## src/rtl/renode_irq_latch_if.sv

```systemverilog
// rtl/renode_irq_latch_if.sv - AXI4-Lite control port bundle for renode_irq_latch
interface renode_irq_latch_if #(
  parameter int AddrWidth = 12
);
  logic [AddrWidth-1:0] awaddr;
  logic                 awvalid;
  logic                 awready;
  logic [31:0]          wdata;
  logic [3:0]           wstrb;
  logic                 wvalid;
  logic                 wready;
  logic [1:0]           bresp;
  logic                 bvalid;
  logic                 bready;
  logic [AddrWidth-1:0] araddr;
  logic                 arvalid;
  logic                 arready;
  logic [31:0]          rdata;
  logic [1:0]           rresp;
  logic                 rvalid;
  logic                 rready;

  modport master (
    output awaddr, awvalid, wdata, wstrb, wvalid, bready, araddr, arvalid, rready,
    input  awready, wready, bresp, bvalid, arready, rdata, rresp, rvalid
  );

  modport slave (
    input  awaddr, awvalid, wdata, wstrb, wvalid, bready, araddr, arvalid, rready,
    output awready, wready, bresp, bvalid, arready, rdata, rresp, rvalid
  );
endinterface

```

## src/rtl/renode_irq_latch.sv

```systemverilog
// rtl/renode_irq_latch.sv - sticky maskable interrupt latch with AXI4-Lite control
module renode_irq_latch #(
  parameter int SourceCount  = 2,
  parameter int AddrWidth    = 12,
  parameter int CounterWidth = 8
) (
  input  logic                   clk,
  input  logic                   areset_n,
  input  logic [SourceCount-1:0] irq_src,
  output logic [SourceCount-1:0] irq_out,
  renode_irq_latch_if.slave      axi
);

  localparam logic [1:0]  RespOkay   = 2'b00;
  localparam logic [1:0]  RespSlvErr = 2'b10;
  localparam int unsigned NumWords   = 4 + SourceCount;

  logic [SourceCount-1:0]  src_q, status_q, status_d, enable_q, enable_d, mode_q, mode_d;
  logic [SourceCount-1:0]  irq_out_q, rise, event_hit, w1c;
  logic [CounterWidth-1:0] cnt_q [SourceCount];
  logic [CounterWidth-1:0] cnt_d [SourceCount];

  logic                 aw_full_q, w_full_q, bvalid_q, rvalid_q;
  logic [AddrWidth-3:0] aw_addr_q;
  logic [31:0]          w_data_q, rdata_q, rd_data, wmask;
  logic [3:0]           w_strb_q;
  logic [1:0]           bresp_q, rresp_q, rd_resp;
  logic                 aw_hs, w_hs, ar_hs, commit, wr_err;
  int unsigned          wr_idx, rd_idx;
  logic                 unused_bits;

  // A rising edge is counted in both modes; only the STATUS set source differs.
  assign rise      = irq_src & ~src_q;
  assign event_hit = (irq_src & mode_q) | (rise & ~mode_q);

  assign axi.awready = areset_n & ~aw_full_q;
  assign axi.wready  = areset_n & ~w_full_q;
  assign axi.arready = areset_n & ~rvalid_q;
  assign axi.bvalid  = bvalid_q;
  assign axi.bresp   = bresp_q;
  assign axi.rvalid  = rvalid_q;
  assign axi.rdata   = rdata_q;
  assign axi.rresp   = rresp_q;
  assign irq_out     = irq_out_q;

  assign aw_hs  = axi.awvalid & axi.awready;
  assign w_hs   = axi.wvalid & axi.wready;
  assign ar_hs  = axi.arvalid & axi.arready;
  assign commit = aw_full_q & w_full_q & ~bvalid_q;

  assign wr_idx = 32'(aw_addr_q);
  assign rd_idx = 32'(axi.araddr[AddrWidth-1:2]);
  assign wmask  = {{8{w_strb_q[3]}}, {8{w_strb_q[2]}}, {8{w_strb_q[1]}}, {8{w_strb_q[0]}}};
  assign wr_err = (wr_idx >= NumWords) || (wr_idx == 32'd2);

  assign unused_bits = ^{axi.araddr[1:0], axi.awaddr[1:0], w_data_q[31:SourceCount],
                         wmask[31:SourceCount]};

  always_comb begin
    w1c      = '0;
    enable_d = enable_q;
    mode_d   = mode_q;
    if (commit && wr_idx == 32'd0) begin
      w1c = w_data_q[SourceCount-1:0] & wmask[SourceCount-1:0];
    end
    if (commit && wr_idx == 32'd1) begin
      enable_d = (enable_q & ~wmask[SourceCount-1:0]) |
                 (w_data_q[SourceCount-1:0] & wmask[SourceCount-1:0]);
    end
    if (commit && wr_idx == 32'd3) begin
      mode_d = (mode_q & ~wmask[SourceCount-1:0]) |
               (w_data_q[SourceCount-1:0] & wmask[SourceCount-1:0]);
    end
    // A new event beats a same-cycle clear.
    status_d = (status_q & ~w1c) | event_hit;
  end

  always_comb begin
    for (int i = 0; i < SourceCount; i++) begin
      if (commit && wr_idx == 32'(4 + i)) begin
        cnt_d[i] = CounterWidth'(rise[i]);
      end else if (rise[i] && (cnt_q[i] != '1)) begin
        cnt_d[i] = cnt_q[i] + CounterWidth'(1);
      end else begin
        cnt_d[i] = cnt_q[i];
      end
    end
  end

  always_comb begin
    rd_data = '0;
    rd_resp = RespOkay;
    if (rd_idx >= NumWords) begin
      rd_resp = RespSlvErr;
    end else if (rd_idx == 32'd0) begin
      rd_data = 32'(status_q);
    end else if (rd_idx == 32'd1) begin
      rd_data = 32'(enable_q);
    end else if (rd_idx == 32'd2) begin
      rd_data = 32'(status_q & enable_q);
    end else if (rd_idx == 32'd3) begin
      rd_data = 32'(mode_q);
    end else begin
      for (int i = 0; i < SourceCount; i++) begin
        if (rd_idx == 32'(4 + i)) begin
          rd_data = 32'(cnt_q[i]);
        end
      end
    end
  end

  always_ff @(posedge clk or negedge areset_n) begin
    if (!areset_n) begin
      src_q     <= '0;
      status_q  <= '0;
      enable_q  <= '0;
      mode_q    <= '0;
      irq_out_q <= '0;
      cnt_q     <= '{default: '0};
      aw_full_q <= 1'b0;
      aw_addr_q <= '0;
      w_full_q  <= 1'b0;
      w_data_q  <= '0;
      w_strb_q  <= '0;
      bvalid_q  <= 1'b0;
      bresp_q   <= RespOkay;
      rvalid_q  <= 1'b0;
      rdata_q   <= '0;
      rresp_q   <= RespOkay;
    end else begin
      src_q     <= irq_src;
      status_q  <= status_d;
      enable_q  <= enable_d;
      mode_q    <= mode_d;
      irq_out_q <= status_q & enable_q;
      cnt_q     <= cnt_d;

      if (commit) begin
        bvalid_q <= 1'b1;
        bresp_q  <= wr_err ? RespSlvErr : RespOkay;
      end else if (bvalid_q && axi.bready) begin
        bvalid_q  <= 1'b0;
        aw_full_q <= 1'b0;
        w_full_q  <= 1'b0;
      end
      if (aw_hs) begin
        aw_full_q <= 1'b1;
        aw_addr_q <= axi.awaddr[AddrWidth-1:2];
      end
      if (w_hs) begin
        w_full_q <= 1'b1;
        w_data_q <= axi.wdata;
        w_strb_q <= axi.wstrb;
      end

      if (ar_hs) begin
        rvalid_q <= 1'b1;
        rdata_q  <= rd_data;
        rresp_q  <= rd_resp;
      end else if (rvalid_q && axi.rready) begin
        rvalid_q <= 1'b0;
      end
    end
  end

endmodule

```

## src/flat_wrapper.sv

```systemverilog
// flat-port wrapper written by rule: the top's interface ports become plain ports
module renode_irq_latch_flat 
#(
  parameter int SourceCount  = 2,
  parameter int AddrWidth    = 12,
  parameter int CounterWidth = 8
)
  (clk, areset_n, irq_src, irq_out, axi_awaddr, axi_awvalid, axi_wdata, axi_wstrb, axi_wvalid, axi_bready, axi_araddr, axi_arvalid, axi_rready, axi_awready, axi_wready, axi_bresp, axi_bvalid, axi_arready, axi_rdata, axi_rresp, axi_rvalid);
  renode_irq_latch_if #(.AddrWidth(AddrWidth)) axi_i ();
  input  logic clk;
  input  logic areset_n;
  input  logic [SourceCount-1:0] irq_src;
  output logic [SourceCount-1:0] irq_out;
  input wire logic [$bits(axi_i.awaddr)-1:0] axi_awaddr;
  input wire logic [$bits(axi_i.awvalid)-1:0] axi_awvalid;
  input wire logic [$bits(axi_i.wdata)-1:0] axi_wdata;
  input wire logic [$bits(axi_i.wstrb)-1:0] axi_wstrb;
  input wire logic [$bits(axi_i.wvalid)-1:0] axi_wvalid;
  input wire logic [$bits(axi_i.bready)-1:0] axi_bready;
  input wire logic [$bits(axi_i.araddr)-1:0] axi_araddr;
  input wire logic [$bits(axi_i.arvalid)-1:0] axi_arvalid;
  input wire logic [$bits(axi_i.rready)-1:0] axi_rready;
  output wire logic [$bits(axi_i.awready)-1:0] axi_awready;
  output wire logic [$bits(axi_i.wready)-1:0] axi_wready;
  output wire logic [$bits(axi_i.bresp)-1:0] axi_bresp;
  output wire logic [$bits(axi_i.bvalid)-1:0] axi_bvalid;
  output wire logic [$bits(axi_i.arready)-1:0] axi_arready;
  output wire logic [$bits(axi_i.rdata)-1:0] axi_rdata;
  output wire logic [$bits(axi_i.rresp)-1:0] axi_rresp;
  output wire logic [$bits(axi_i.rvalid)-1:0] axi_rvalid;
  assign axi_i.awaddr = axi_awaddr;
  assign axi_i.awvalid = axi_awvalid;
  assign axi_i.wdata = axi_wdata;
  assign axi_i.wstrb = axi_wstrb;
  assign axi_i.wvalid = axi_wvalid;
  assign axi_i.bready = axi_bready;
  assign axi_i.araddr = axi_araddr;
  assign axi_i.arvalid = axi_arvalid;
  assign axi_i.rready = axi_rready;
  assign axi_awready = axi_i.awready;
  assign axi_wready = axi_i.wready;
  assign axi_bresp = axi_i.bresp;
  assign axi_bvalid = axi_i.bvalid;
  assign axi_arready = axi_i.arready;
  assign axi_rdata = axi_i.rdata;
  assign axi_rresp = axi_i.rresp;
  assign axi_rvalid = axi_i.rvalid;
  renode_irq_latch #(.SourceCount(SourceCount), .AddrWidth(AddrWidth), .CounterWidth(CounterWidth)) u_core (.clk(clk), .areset_n(areset_n), .irq_src(irq_src), .irq_out(irq_out), .axi(axi_i));
endmodule
```

## config.mk

```make
export PLATFORM = sky130hd
export DESIGN_NAME = renode_irq_latch_flat
export DESIGN_NICKNAME = d
export VERILOG_FILES = /design/src/rtl/renode_irq_latch_if.sv /design/src/rtl/renode_irq_latch.sv /design/src/flat_wrapper.sv
export SDC_FILE = /design/constraint.sdc
export NUM_CORES = 1
export LEC_CHECK = 0
export BUFFER_PORTS_ARGS = -buffer_cell sky130_fd_sc_hd__clkbuf_2
export CORE_MARGIN = 8
export CORE_UTILIZATION = 44
export CTS_CLUSTER_SIZE = 25
export DETAILED_ROUTE_END_ITERATION = 7
export GPL_TIMING_DRIVEN = 0
export PLACE_DENSITY = 0.76
export SYNTH_ARGS = -nofsm -noshare
export SYNTH_HDL_FRONTEND = slang
export SYNTH_SLANG_ARGS = --single-unit
```

## constraint.sdc

```tcl
create_clock -name clk -period 1.5 [get_ports clk]
set_input_delay 0.15 -clock clk [delete_from_list [all_inputs] [get_ports clk]]
set_output_delay 0.15 -clock clk [all_outputs]
set_load 0.05 [all_outputs]
```

Word level (Yosys, flattened, before mapping)
Cells that the tools add are included.
{"block": "totals", "regBits": 79, "input_bits": 69, "out_inout_bits": 43, "word_cells": 105}
{"block": "op_classes", "addsub": 2, "magnitude_cmp": 2, "eq_ne": 14, "muxes": 21, "n_bitwise": 29, "reduce_logical": 20}
{"operator": "$mux W32", "count": 5}
{"operator": "$logic_not A32 Y1", "count": 2}
{"operator": "$mux W8", "count": 6}
{"operator": "$eq A10 B2 Y1 const B", "count": 4}
{"operator": "$eq A10 B3 Y1 const B", "count": 4}
{"operator": "$eq A10 B1 Y1 const B", "count": 2}
{"operator": "$ge A10 B3 Y1 const B", "count": 2}
{"operator": "$and A2 B2 Y2", "count": 9}
{"operator": "$add A8 B1 Y8 const B", "count": 2}
{"operator": "$ne A8 B8 Y1 const B", "count": 2}
{"operator": "$reduce_bool A2 Y1", "count": 6}
{"operator": "$logic_and A1 B1 Y1", "count": 9}
{"operator": "$and A1 B1 Y1", "count": 8}
{"operator": "$not A2 Y2", "count": 4}
{"operator": "$or A2 B2 Y2", "count": 4}
{"operator": "$mux W1", "count": 7}
{"operator": "$mux W2", "count": 3}
{"operator": "$ne A2 B1 Y1 const B", "count": 2}
{"operator": "$not A1 Y1", "count": 4}
{"operator": "$reduce_and A2 Y1", "count": 2}
{"operator": "$logic_or A1 B1 Y1", "count": 1}

Longest topological paths before layout
Gate-level depths: netlist (run 1).
{"block": "logic_depth", "ltp_word": 8, "mapped_depth": 6, "depth_no_buf": 5}

Worst setup path after synthesis (run 1)
No wires, ideal clock.
{"block": "synth_timing", "path_kind": "register to register", "start": "register u_core.aw_full_q", "end": "register u_core.aw_addr_q[1]", "setup_time_ps": 125, "arrival_ps": 1756, "required_ps": 1375, "path_slack_ps": -380, "path_stages_with_launch": 5, "path_buffers": 1, "period_less_slack_ps": 1880, "cell_sequence": "dfrtp_1 -> nor2b_1 -> nand2_1 -> buf_2 -> mux2_2"}
{"block": "synth_between", "elab_chain_cells": 3}
{"item": "start, declared", "line": "renode_irq_latch.sv:23", "rtl": "logic aw_full_q, w_full_q, bvalid_q, rvalid_q;"}
{"item": "start signal, assigned", "line": "renode_irq_latch.sv:120", "rtl": "aw_full_q <= 1'b0;"}
{"item": "start signal, assigned", "line": "renode_irq_latch.sv:143", "rtl": "aw_full_q <= 1'b0;"}
{"item": "start signal, assigned", "line": "renode_irq_latch.sv:147", "rtl": "aw_full_q <= 1'b1;"}
{"item": "$not A1 Y1", "line": "renode_irq_latch.sv:36", "rtl": "assign axi.awready = areset_n & ~aw_full_q;"}
{"item": "$and A1 B1 Y1", "line": "renode_irq_latch.sv:36"}
{"item": "net axi_awready", "line": "flat_wrapper.sv:23", "rtl": "output wire logic [$bits(axi_i.awready)-1:0] axi_awready;"}
{"item": "$and A1 B1 Y1", "line": "renode_irq_latch.sv:46", "rtl": "assign aw_hs = axi.awvalid & axi.awready;"}
{"item": "end signal, assigned", "line": "renode_irq_latch.sv:148", "rtl": "aw_addr_q <= axi.awaddr[AddrWidth-1:2];"}
{"item": "end, declared", "line": "renode_irq_latch.sv:24", "rtl": "logic [AddrWidth-3:0] aw_addr_q;"}
The timed path passes the listed nets, and every way through them passes these cells.
A chain may end at the register's enable or synchronous reset.

==> flow_metrics.env, run 1 <==
export IMPL_status="complete, but fails checks"
export IMPL_violations="negative hold slack, negative setup slack"
export IMPL_slew_violations=0
export IMPL_fin_crit_sh_pct=109
export IMPL_dp_hpwl_um=4440
export IMPL_synth_warning_count=0
export IMPL_avgSynthCellArea_um2=10.6
export IMPL_cts_buffers=5
export IMPL_p_per_area_nw_per_um2=1300
export IMPL_place_inst=418
export IMPL_preCtsSetupSlack_ps=-1050
export IMPL_dieArea_um2=9260
export IMPL_arrival_ps=1830
export IMPL_rsz0062_at_grt="true"
export IMPL_worstSetupStartpointType="register"
export IMPL_fin_ws_ps=-135
export IMPL_cp_max_fo=4
export IMPL_maxCapViolCount=0
export IMPL_ys_types=46
export IMPL_drt_iter0_drc=82
export IMPL_clk_pin_slew_ps=90
export IMPL_start_util_pct=45.1
export IMPL_clkPwrFrac_pct=21.6
export IMPL_switchingPower_w=0.00168
export IMPL_finalPower_w=0.00463
export IMPL_yosys_top_cells_area="dfrtp_1 (47%), buf_4 (6.9%), mux2_2 (6.0%)"
export IMPL_cts_path_max_buffers=2
export IMPL_met2_usage_pct=21.8
export IMPL_worstPathRequired_ps=1700
export IMPL_grt_antenna_before_repair=0
export IMPL_use_met1_pct=15.1
export IMPL_setup_violations=6
export IMPL_cpMostUsedCell="nor4_4"
export IMPL_cts_tree="yes"
export IMPL_drive_above_1_share_pct=37.6
export IMPL_hold_ws_ps=-221
export IMPL_cp_end_kind="register"
export IMPL_synthArstFlopShare_pct=100
export IMPL_layout_commonest_cell="dfrtp_1"
export IMPL_cts_root_buf="clkbuf_8"
export IMPL_row_count=29
export IMPL_final_cells=431
export IMPL_place_gp_congestion=0.794
export IMPL_grt_usage_pct=13.0
export IMPL_peakVddDrop_uv=946
export IMPL_ys_ff_latch=53
export IMPL_syn_area_um2=2830
export IMPL_grt_ovfl_total=0
export IMPL_place_area_um2=3300
export IMPL_antenna_left=0
export IMPL_synth_edff_count=0
export IMPL_cpPeakStageDelay_ps=410
export IMPL_grt_pass1_wl_um=9530
export IMPL_drtPass1Iterations=5
export IMPL_ff2ff_path_depth=4
export IMPL_fin_crit_ps=1630
export IMPL_yosys_area_top_type="dfrtp_1"
export IMPL_fmax_ghz=0.612
export IMPL_internal_power_w=0.00295
export IMPL_fillCellCount=556
export IMPL_seq_area_frac_synth_pct=46.8
export IMPL_die_x_um=96.2
export IMPL_drc_errors=0
export IMPL_critPathSlowestCell="dfrtp_1"
export IMPL_design_area_um2=3550
export IMPL_fin_nets=424
export IMPL_final_cell_mix="dfrtp_1 (51), clkbuf_2 (48), buf_4 (29)"
export IMPL_synth_top_cell_area_share_pct=46.8
export IMPL_drt_vias_per_instance=5.10
export IMPL_leakage_nw=1.72
export IMPL_ys_flop_type="dfrtp_1"
export IMPL_netlist_instances=268
export IMPL_io_buffers=48
export IMPL_area_growth_pct=25.5
export IMPL_grt_pass1_vias=2206
export IMPL_grt_max_degree=58
export IMPL_vias=2198
export IMPL_regToRegSetupSlack_ps=-130
export IMPL_ios=112
export IMPL_detail_route_wirelength_um=5920
export IMPL_path_class="register to register"
export IMPL_grt_busiest_layer="met2"
export IMPL_worst_hold_path_type="input port to async pin"
export IMPL_seq_power_share_pct=48.3
export IMPL_gr_usage_met3_pct=4.91
export IMPL_diodes=0
export IMPL_p_comb_share_pct=30.1
export IMPL_htreeDepth=2
export IMPL_core_um2=6280
export IMPL_wl_per_cell_um=13.7
export IMPL_worstPathCellList="nor4_4, nand3_4, nor4_4, mux2_4"
export IMPL_cts_sinks=53
export IMPL_finalHoldViolCount=53
export IMPL_switching_share_pct=36.3
export IMPL_clock_skew_ps=6.35
export IMPL_die_h_um=96.2
export IMPL_insertion_delay_ps=310
export IMPL_r2r_start="u_core.aw_addr_q[6]"
## Yosys cell counts, types with 6 or more instances
library cell  number
dfrtp_1           53
nand2_1           27
buf_4             26
nor2_1            17
mux2_2            15
o21ai_1           10
mux2i_1            9
nand2b_1           6
nand3_1            6
nor2b_1            6
xor2_1             6
## sequential cells by signal, summed over array words and instances, names as in the netlist, named ones only
name,cells
u_core.axi.bvalid,1
u_core.irq_out,2
u_core.status_q,2
u_core.axi.rresp,1
u_core.cnt_q,16
u_core.w_full_q,1
u_core.axi.rdata,8
u_core.w_data_q,2
u_core.axi.rvalid,1
u_core.aw_addr_q,10
u_core.aw_full_q,1
u_core.src_q,2
u_core.w_strb_q,1
u_core.axi.bresp,1
## per-stage QoR
| step | TNS (ps) | util [%] | hold WS [ps] |
|---|---|---|---|
| 2_1_floorplan | -1150 | - | -146 |
| 3_3_place_gp | -20940 | 52.6 | 326 |
| 3_5_place_dp | -21930 | 52.6 | 326 |
| 4_1_cts | -731 | 55.4 | -210 |
| 5_1_grt | -1150 | 56.6 | -190 |
| 6_report | -574 | 56.6 | -221 |
## power by group through the flow
stage               Clock (W)  Sequential (W)  Combinational (W)
floorplan                   0         0.00220            0.00103
global placement            0         0.00222            0.00129
detailed placement          0         0.00224            0.00133
CTS                   0.00103         0.00221            0.00136
global route          0.00109         0.00230            0.00153
finish                0.00100         0.00223            0.00139
## worst max-delay path, delay by kind of cell (launching register included)
family | cells | cell delay [ps]
multiplexers | 1 | 330
flip-flops | 1 | 410
AND/OR/NAND/NOR | 3 | 780
## what timing repair did
item,in CTS,in global routing
endpoints found under the hold margin,54,54
setup buffers,3,2
endpoints found under the setup margin,39,19
hold buffers,1,1
pin swaps,6,8
resized for setup,9,13
## how the worst max path moves through the flow
stage | from | depth (start not counted) | endpoint | slack (ps)
floorplan | u_core.axi.bvalid | 5 | register | -120
finish | u_core.aw_addr_q[6] | 4 | register | -130
global route | u_core.aw_addr_q[6] | 4 | register | -210
global placement | areset_n | 5 | u_core.axi.rdata[5] | -1000
detailed placement | areset_n | 5 | u_core.axi.rdata[3] | -1050
CTS | u_core.aw_addr_q[8] | 4 | register | -170
## cells by family (layout without fill, tap and decap cells)
logic type | after synthesis | count (layout) | synth area share, %
xor+xnor | 8 | 8 | 2.47
compound gates | 35 | 35 | 8.22
buf+inv | 39 | 100 | 8.84
simple gates | 102 | 102 | 21.6
flops | 53 | 53 | 46.8
mux | 28 | 28 | 11.0
other cells | 1 | 26 | 0.132
fa+ha+maj | 2 | 2 | 0.884
## routing by layer
| metal | vias to the layer above | part of all wire [%] |
|---|---|---|
| li1 | 1066 | - |
| met1 | 1030 | 41 |
| met2 | 93 | 47 |
| met3 | 9 | 11 |
| met4 | 0 | 1.0 |
| met5 | - | 0 |
## layout make-up
cell class	instances	area (µm²)	share of cell area [%]
Clock inverter	1	30.0	0.845
Clock buffer	7	86.3	2.43
Buffer	32	244	6.87
Inverter	5	18.8	0.528
Tap cell	77	96.3	2.71
Sequential cell	53	1330	37.4
Multi-Input combinational cell	201	1430	40.4
Timing Repair Buffer	55	314	8.84
Power figures use the tool's default switching activity.
==> run 2: changes to the inputs <==
TNS_END_PERCENT = 1   (was default)
==> run 2 against run 1 <==
  * The flow still finishes with violations (negative hold slack, negative setup slack)
  * Register-to-register slack worse by 40 ps
  * Via count down 3.0%
  * Clock-buffer cell count unchanged
  * Global-route usage down 0.18 points
  * Fmax down 2.4%
  * Critical path type unchanged
  * Highest routed layer unchanged
==> flow_metrics.env, run 2 (synthesis gave the netlist of run 1 again) <==
export IMPL_fmax_ghz=0.597
export IMPL_vias=2133
export IMPL_wl_per_cell_um=13.6
export IMPL_drive_above_1_share_pct=35.0
export IMPL_htreeDepth=2
export IMPL_detail_route_wirelength_um=5810
export IMPL_clkPwrFrac_pct=18.4
export IMPL_final_cell_mix="dfrtp_1 (51), clkbuf_2 (47), buf_4 (28)"
export IMPL_drc_errors=0
export IMPL_cts_root_buf="clkbuf_8"
export IMPL_row_count=29
export IMPL_final_util_pct=54.6
export IMPL_cp_end_kind="register"
export IMPL_top_layer="met4"
export IMPL_cts_path_max_buffers=2
export IMPL_antenna_left=0
export IMPL_fin_crit_sh_pct=112
export IMPL_final_cells=426
export IMPL_switching_share_pct=37.4
export IMPL_hold_ws_ps=-213
export IMPL_fin_tns_setup_ps=-740
export IMPL_worst_hold_path_type="input port to async pin"
export IMPL_regToRegSetupSlack_ps=-180
export IMPL_ios=112
export IMPL_worstPathCellList="nor4_4, nand3_2, nor4_4, mux2_4"
export IMPL_dp_hpwl_um=4370
export IMPL_wl_met2_um=2700
export IMPL_critPathSlowestCell="dfrtp_1"
export IMPL_p_comb_share_pct=30.3
export IMPL_arrival_ps=1870
export IMPL_drtPass1Iterations=4
export IMPL_die_x_um=96.2
export IMPL_dieArea_um2=9260
export IMPL_switchingPower_w=0.00163
export IMPL_start_util_pct=45.1
export IMPL_worstSetupStartpointType="register"
export IMPL_violations="negative hold slack, negative setup slack"
export IMPL_drt_vias_per_instance=5.01
export IMPL_grt_max_degree=58
export IMPL_wl_met3_um=514
export IMPL_core_um2=6280
export IMPL_cp_num_buf_inv=0
export IMPL_finalPower_w=0.00437
export IMPL_path_class="register to register"
export IMPL_cpMostUsedCell="nor4_4"
export IMPL_grt_pass1_vias=2163
export IMPL_diodes=0
export IMPL_met1_length_um=2520
export IMPL_status="complete, but fails checks"
export IMPL_worstPathRequired_ps=1690
export IMPL_slew_violations=0
export IMPL_crit_family="simple AND/OR/NAND/NOR gates"
export IMPL_fin_crit_ps=1680
export IMPL_clk_pin_slew_ps=90
export IMPL_cts_buffers=5
export IMPL_cts_tree="yes"
export IMPL_setup_violations=6
export IMPL_place_gp_congestion=0.826
export IMPL_largest_register="u_core.cnt_q"
export IMPL_cpPeakStageDelay_ps=410
export IMPL_clock_skew_ps=5.21
export IMPL_fin_nets=420
export IMPL_insertion_delay_ps=300
export IMPL_r2r_start="u_core.aw_addr_q[6]"
export IMPL_fin_ws_ps=-176
export IMPL_grt_antenna_before_repair=0
export IMPL_grt_pass1_wl_um=9420
export IMPL_cts_sinks=53
export IMPL_place_inst=418
export IMPL_drt_iter0_drc=94
export IMPL_finalHoldViolCount=53
export IMPL_layout_commonest_cell="dfrtp_1"
export IMPL_ff2ff_path_depth=4
export IMPL_die_h_um=96.2
export IMPL_leakage_nw=1.67
export IMPL_cp_max_fo=4
export IMPL_area_growth_pct=21.0
export IMPL_largest_reg_flops=16
export IMPL_io_buffers=48
export IMPL_peakVddDrop_uv=1050
export IMPL_grt_ovfl_total=0
export IMPL_rsz0062_at_grt="true"
export IMPL_maxCapViolCount=0
export IMPL_grt_usage_pct=12.8
export IMPL_internal_power_w=0.00274
export IMPL_p_per_area_nw_per_um2=1280
export IMPL_preCtsSetupSlack_ps=-1060
export IMPL_seq_power_share_pct=51.2
-- run 2: changes by cell type in the layout (fill, tap and decap cells not counted), sizes merged --
cell,before,now
bufinv,1,0
clkbuf,56,58
dlygate4sd3,2,0
buf,36,32
-- run 2: stage by stage --
stage          hold slack [ps]  area [µm²]
2_1_floorplan             -146        2930
5_1_grt                   -176        3430
3_3_place_gp               327        3270
4_1_cts                   -199        3380
3_5_place_dp               329        3270
6_report                  -213        3430
-- run 2: how the worst max path moves through the flow --
stage,startpoint,endpoint,slack [ps],cells after the start
5_1_grt,u_core.aw_addr_q[6],register,-260,4
6_report,u_core.aw_addr_q[6],register,-180,4
4_1_cts,u_core.aw_addr_q[8],register,-200,4
2_1_floorplan,u_core.axi.bvalid,register,-240,5
3_3_place_gp,areset_n,u_core.axi.rdata[5],-1010,5
3_5_place_dp,areset_n,u_core.axi.rdata[4],-1060,5
-- run 2: routing by layer --
| metal | vias to the layer above | GRT usage, % |
|---|---|---|
| met5 | - | 0 |
| met4 | 0 | 5.38 |
| met3 | 6 | 3.51 |
| met2 | 69 | 21.9 |
| met1 | 999 | 14.8 |
| li1 | 1059 | - |
-- run 2: cell type report --
type                            count  area, µm²
Timing Repair Buffer               49        256
Inverter                            5       18.8
Buffer                             34        240
Fill cell                         547       2850
Tap cell                           77       96.3
Clock buffer                        7       86.3
Sequential cell                    53       1330
Multi-Input combinational cell    201       1400
-- run 2: power groups by stage --
| stage | clock [W] | combinational, W | sequential, W |
|---|---|---|---|
| 2_1_floorplan | 0 | 0.000985 | 0.00219 |
| 3_3_place_gp | 0 | 0.00125 | 0.00221 |
| 3_5_place_dp | 0 | 0.00128 | 0.00223 |
| 4_1_cts | 0.000828 | 0.00130 | 0.00221 |
| 5_1_grt | 0.000876 | 0.00146 | 0.00229 |
| 6_report | 0.000806 | 0.00133 | 0.00224 |
-- run 2: what timing repair did --
action                     in CTS  in global routing
gates resized for setup         8                  8
pin swaps                       4                 13
setup buffers                   0                  1
setup endpoints to repair      36                 25
cloned                          0                  0
hold endpoints to repair       53                 53
==> run 3: changes to the inputs <==
CELL_PAD_IN_SITES_DETAIL_PLACEMENT = 0   (was default)
CELL_PAD_IN_SITES_GLOBAL_PLACEMENT = 1   (was default)
CORE_UTILIZATION = 33   (was 44)
PLACE_DENSITY = default   (was 0.76)
PLACE_DENSITY_LB_ADDON = 0.1   (was default)
==> run 3 against run 2 <==
  * The run still ends with negative hold slack, negative setup slack left
  * Clock skew is 5.8 ps higher
  * Fmax is 2.7% higher
  * Register-to-register slack improved by 40 ps
  * Sequential share of layout area fell by 0.86 points
  * Clock power rose by 17%
  * Die area rose by 27%
  * Critical path type unchanged
==> flow_metrics.env, run 3 (synthesis gave the netlist of run 1 again) <==
export IMPL_cts_root_buf="clkbuf_8"
export IMPL_worstPathRequired_ps=1700
export IMPL_drive_above_1_share_pct=36.3
export IMPL_final_cell_mix="clkbuf_2 (50), dfrtp_1 (50), buf_4 (28)"
export IMPL_ff2ff_path_depth=4
export IMPL_worst_hold_path_type="input port to async pin"
export IMPL_fillCellCount=840
export IMPL_fin_ws_ps=-131
export IMPL_multi_input_area_um2=1410
export IMPL_fin_crit_ps=1630
export IMPL_grt_antenna_before_repair=0
export IMPL_preCtsSetupSlack_ps=-585
export IMPL_detail_route_wirelength_um=6130
export IMPL_arrival_ps=1830
export IMPL_area_growth_pct=23.9
export IMPL_dp_hpwl_um=4770
export IMPL_design_area_um2=3510
export IMPL_row_count=33
export IMPL_clock_skew_ps=11.0
export IMPL_grt_pass1_vias=2101
export IMPL_cp_end_kind="register"
export IMPL_regToRegSetupSlack_ps=-130
export IMPL_vias=2068
export IMPL_clk_pin_slew_ps=100
export IMPL_p_per_area_nw_per_um2=1300
export IMPL_setup_violations=10
export IMPL_io_buffers=48
export IMPL_rsz0062_at_grt="true"
export IMPL_antenna_left=0
export IMPL_drtPass1Iterations=4
export IMPL_finalHoldViolCount=53
export IMPL_htreeDepth=2
export IMPL_cts_sinks=53
export IMPL_p_comb_share_pct=29.9
export IMPL_place_gp_congestion=0.796
export IMPL_start_util_pct=34.3
export IMPL_insertion_delay_ps=300
export IMPL_dieArea_um2=11800
export IMPL_largest_register="u_core.cnt_q"
export IMPL_switchingPower_w=0.00167
export IMPL_drt_iter0_drc=68
export IMPL_regArea_um2=1330
export IMPL_largest_reg_flops=16
export IMPL_clkPwrFrac_pct=20.8
export IMPL_cts_path_max_buffers=2
export IMPL_fin_nets=421
export IMPL_grt_pass1_wl_um=10300
export IMPL_place_area_um2=3300
export IMPL_status="complete, but fails checks"
export IMPL_switching_share_pct=36.7
export IMPL_ios=112
export IMPL_leakage_nw=1.69
export IMPL_cts_tree="yes"
export IMPL_maxCapViolCount=0
export IMPL_hold_ws_ps=-213
export IMPL_cp_max_fo=4
export IMPL_wl_per_cell_um=13.5
export IMPL_drt_vias_per_instance=4.55
export IMPL_peakVddDrop_uv=645
export IMPL_place_inst=446
export IMPL_fin_crit_sh_pct=109
export IMPL_r2r_start="u_core.aw_addr_q[6]"
export IMPL_final_cells=455
export IMPL_cts_buffers=5
export IMPL_grt_ovfl_total=0
export IMPL_diodes=0
export IMPL_internal_power_w=0.00288
export IMPL_grt_usage_pct=10.7
export IMPL_die_x_um=109
export IMPL_core_um2=8260
export IMPL_fmax_ghz=0.613
export IMPL_violations="negative hold slack, negative setup slack"
export IMPL_drc_errors=0
export IMPL_die_h_um=109
export IMPL_path_class="register to register"
export IMPL_seq_power_share_pct=49.4
export IMPL_worstSetupStartpointType="register"
export IMPL_slew_violations=0
export IMPL_grt_max_degree=58
## run 3: worst max-delay path by stage
stage | endpoint | cells past startpoint | startpoint | slack [ps]
3_3_place_gp | u_core.axi.rdata[5] | 5 | areset_n | -1200
4_1_cts | register | 4 | u_core.aw_addr_q[8] | -180
2_1_floorplan | register | 5 | u_core.axi.bvalid | -240
5_1_grt | register | 4 | u_core.aw_addr_q[6] | -210
3_5_place_dp | u_core.axi.rdata[4] | 5 | areset_n | -590
6_report | register | 4 | u_core.aw_addr_q[6] | -130
## run 3: routing by layer
| metal | vias to the layer above | share of wire, % | global-route usage (%) |
|---|---|---|---|
| met2 | 46 | 47 | 17.3 |
| met3 | 4 | 6.1 | 2.89 |
| met5 | - | 0 | 0 |
| li1 | 1056 | - | - |
| met4 | 0 | 0.65 | 2.64 |
| met1 | 962 | 46 | 13.8 |
## run 3: worst max-delay path, stage by stage, from the launching register on
cell     delay, ps
dfrtp_1        410
nor4_4         390
nand3_2        180
nor4_4         230
mux2_4         330
## run 3: final cells by class
| cell class | instances | share of cell area [%] |
|---|---|---|
| multi-input combinational | 201 | 40.2 |
| sequential | 53 | 37.9 |
| timing repair buffer | 50 | 7.53 |
| buffer | 34 | 7.06 |
| tap | 105 | 3.75 |
| clock buffer | 5 | 1.96 |
| clock inverter | 2 | 0.999 |
| inverter | 5 | 0.535 |
## run 3: power by group through the flow
stage	combinational, W	sequential (W)	clock [W]
after global placement	0.00127	0.00224	0
final	0.00136	0.00225	0.000944
after detailed placement	0.00129	0.00224	0
after floorplan	0.000985	0.00219	0
after CTS	0.00133	0.00222	0.000990
after global routing	0.00151	0.00232	0.00103
## run 3: timing repair
| action | in CTS | in global routing |
|---|---|---|
| setup endpoints to repair | 29 | 29 |
| gates resized for setup | 8 | 18 |
| pin swaps | 13 | 7 |
| buffers inserted | 1 | 1 |
| hold endpoints to repair | 53 | 53 |
## run 3: stage by stage
step           total power [W]  TNS, ps  hold WS (ps)  util (%)
4_1_cts                0.00454    -1010          -191      41.7
3_5_place_dp           0.00354    -9820           303      40.0
2_1_floorplan          0.00318    -2810          -146         -
3_3_place_gp           0.00351   -25070           333      40.0
5_1_grt                0.00486    -2610          -186      42.5
6_report               0.00455     -627          -213      42.5
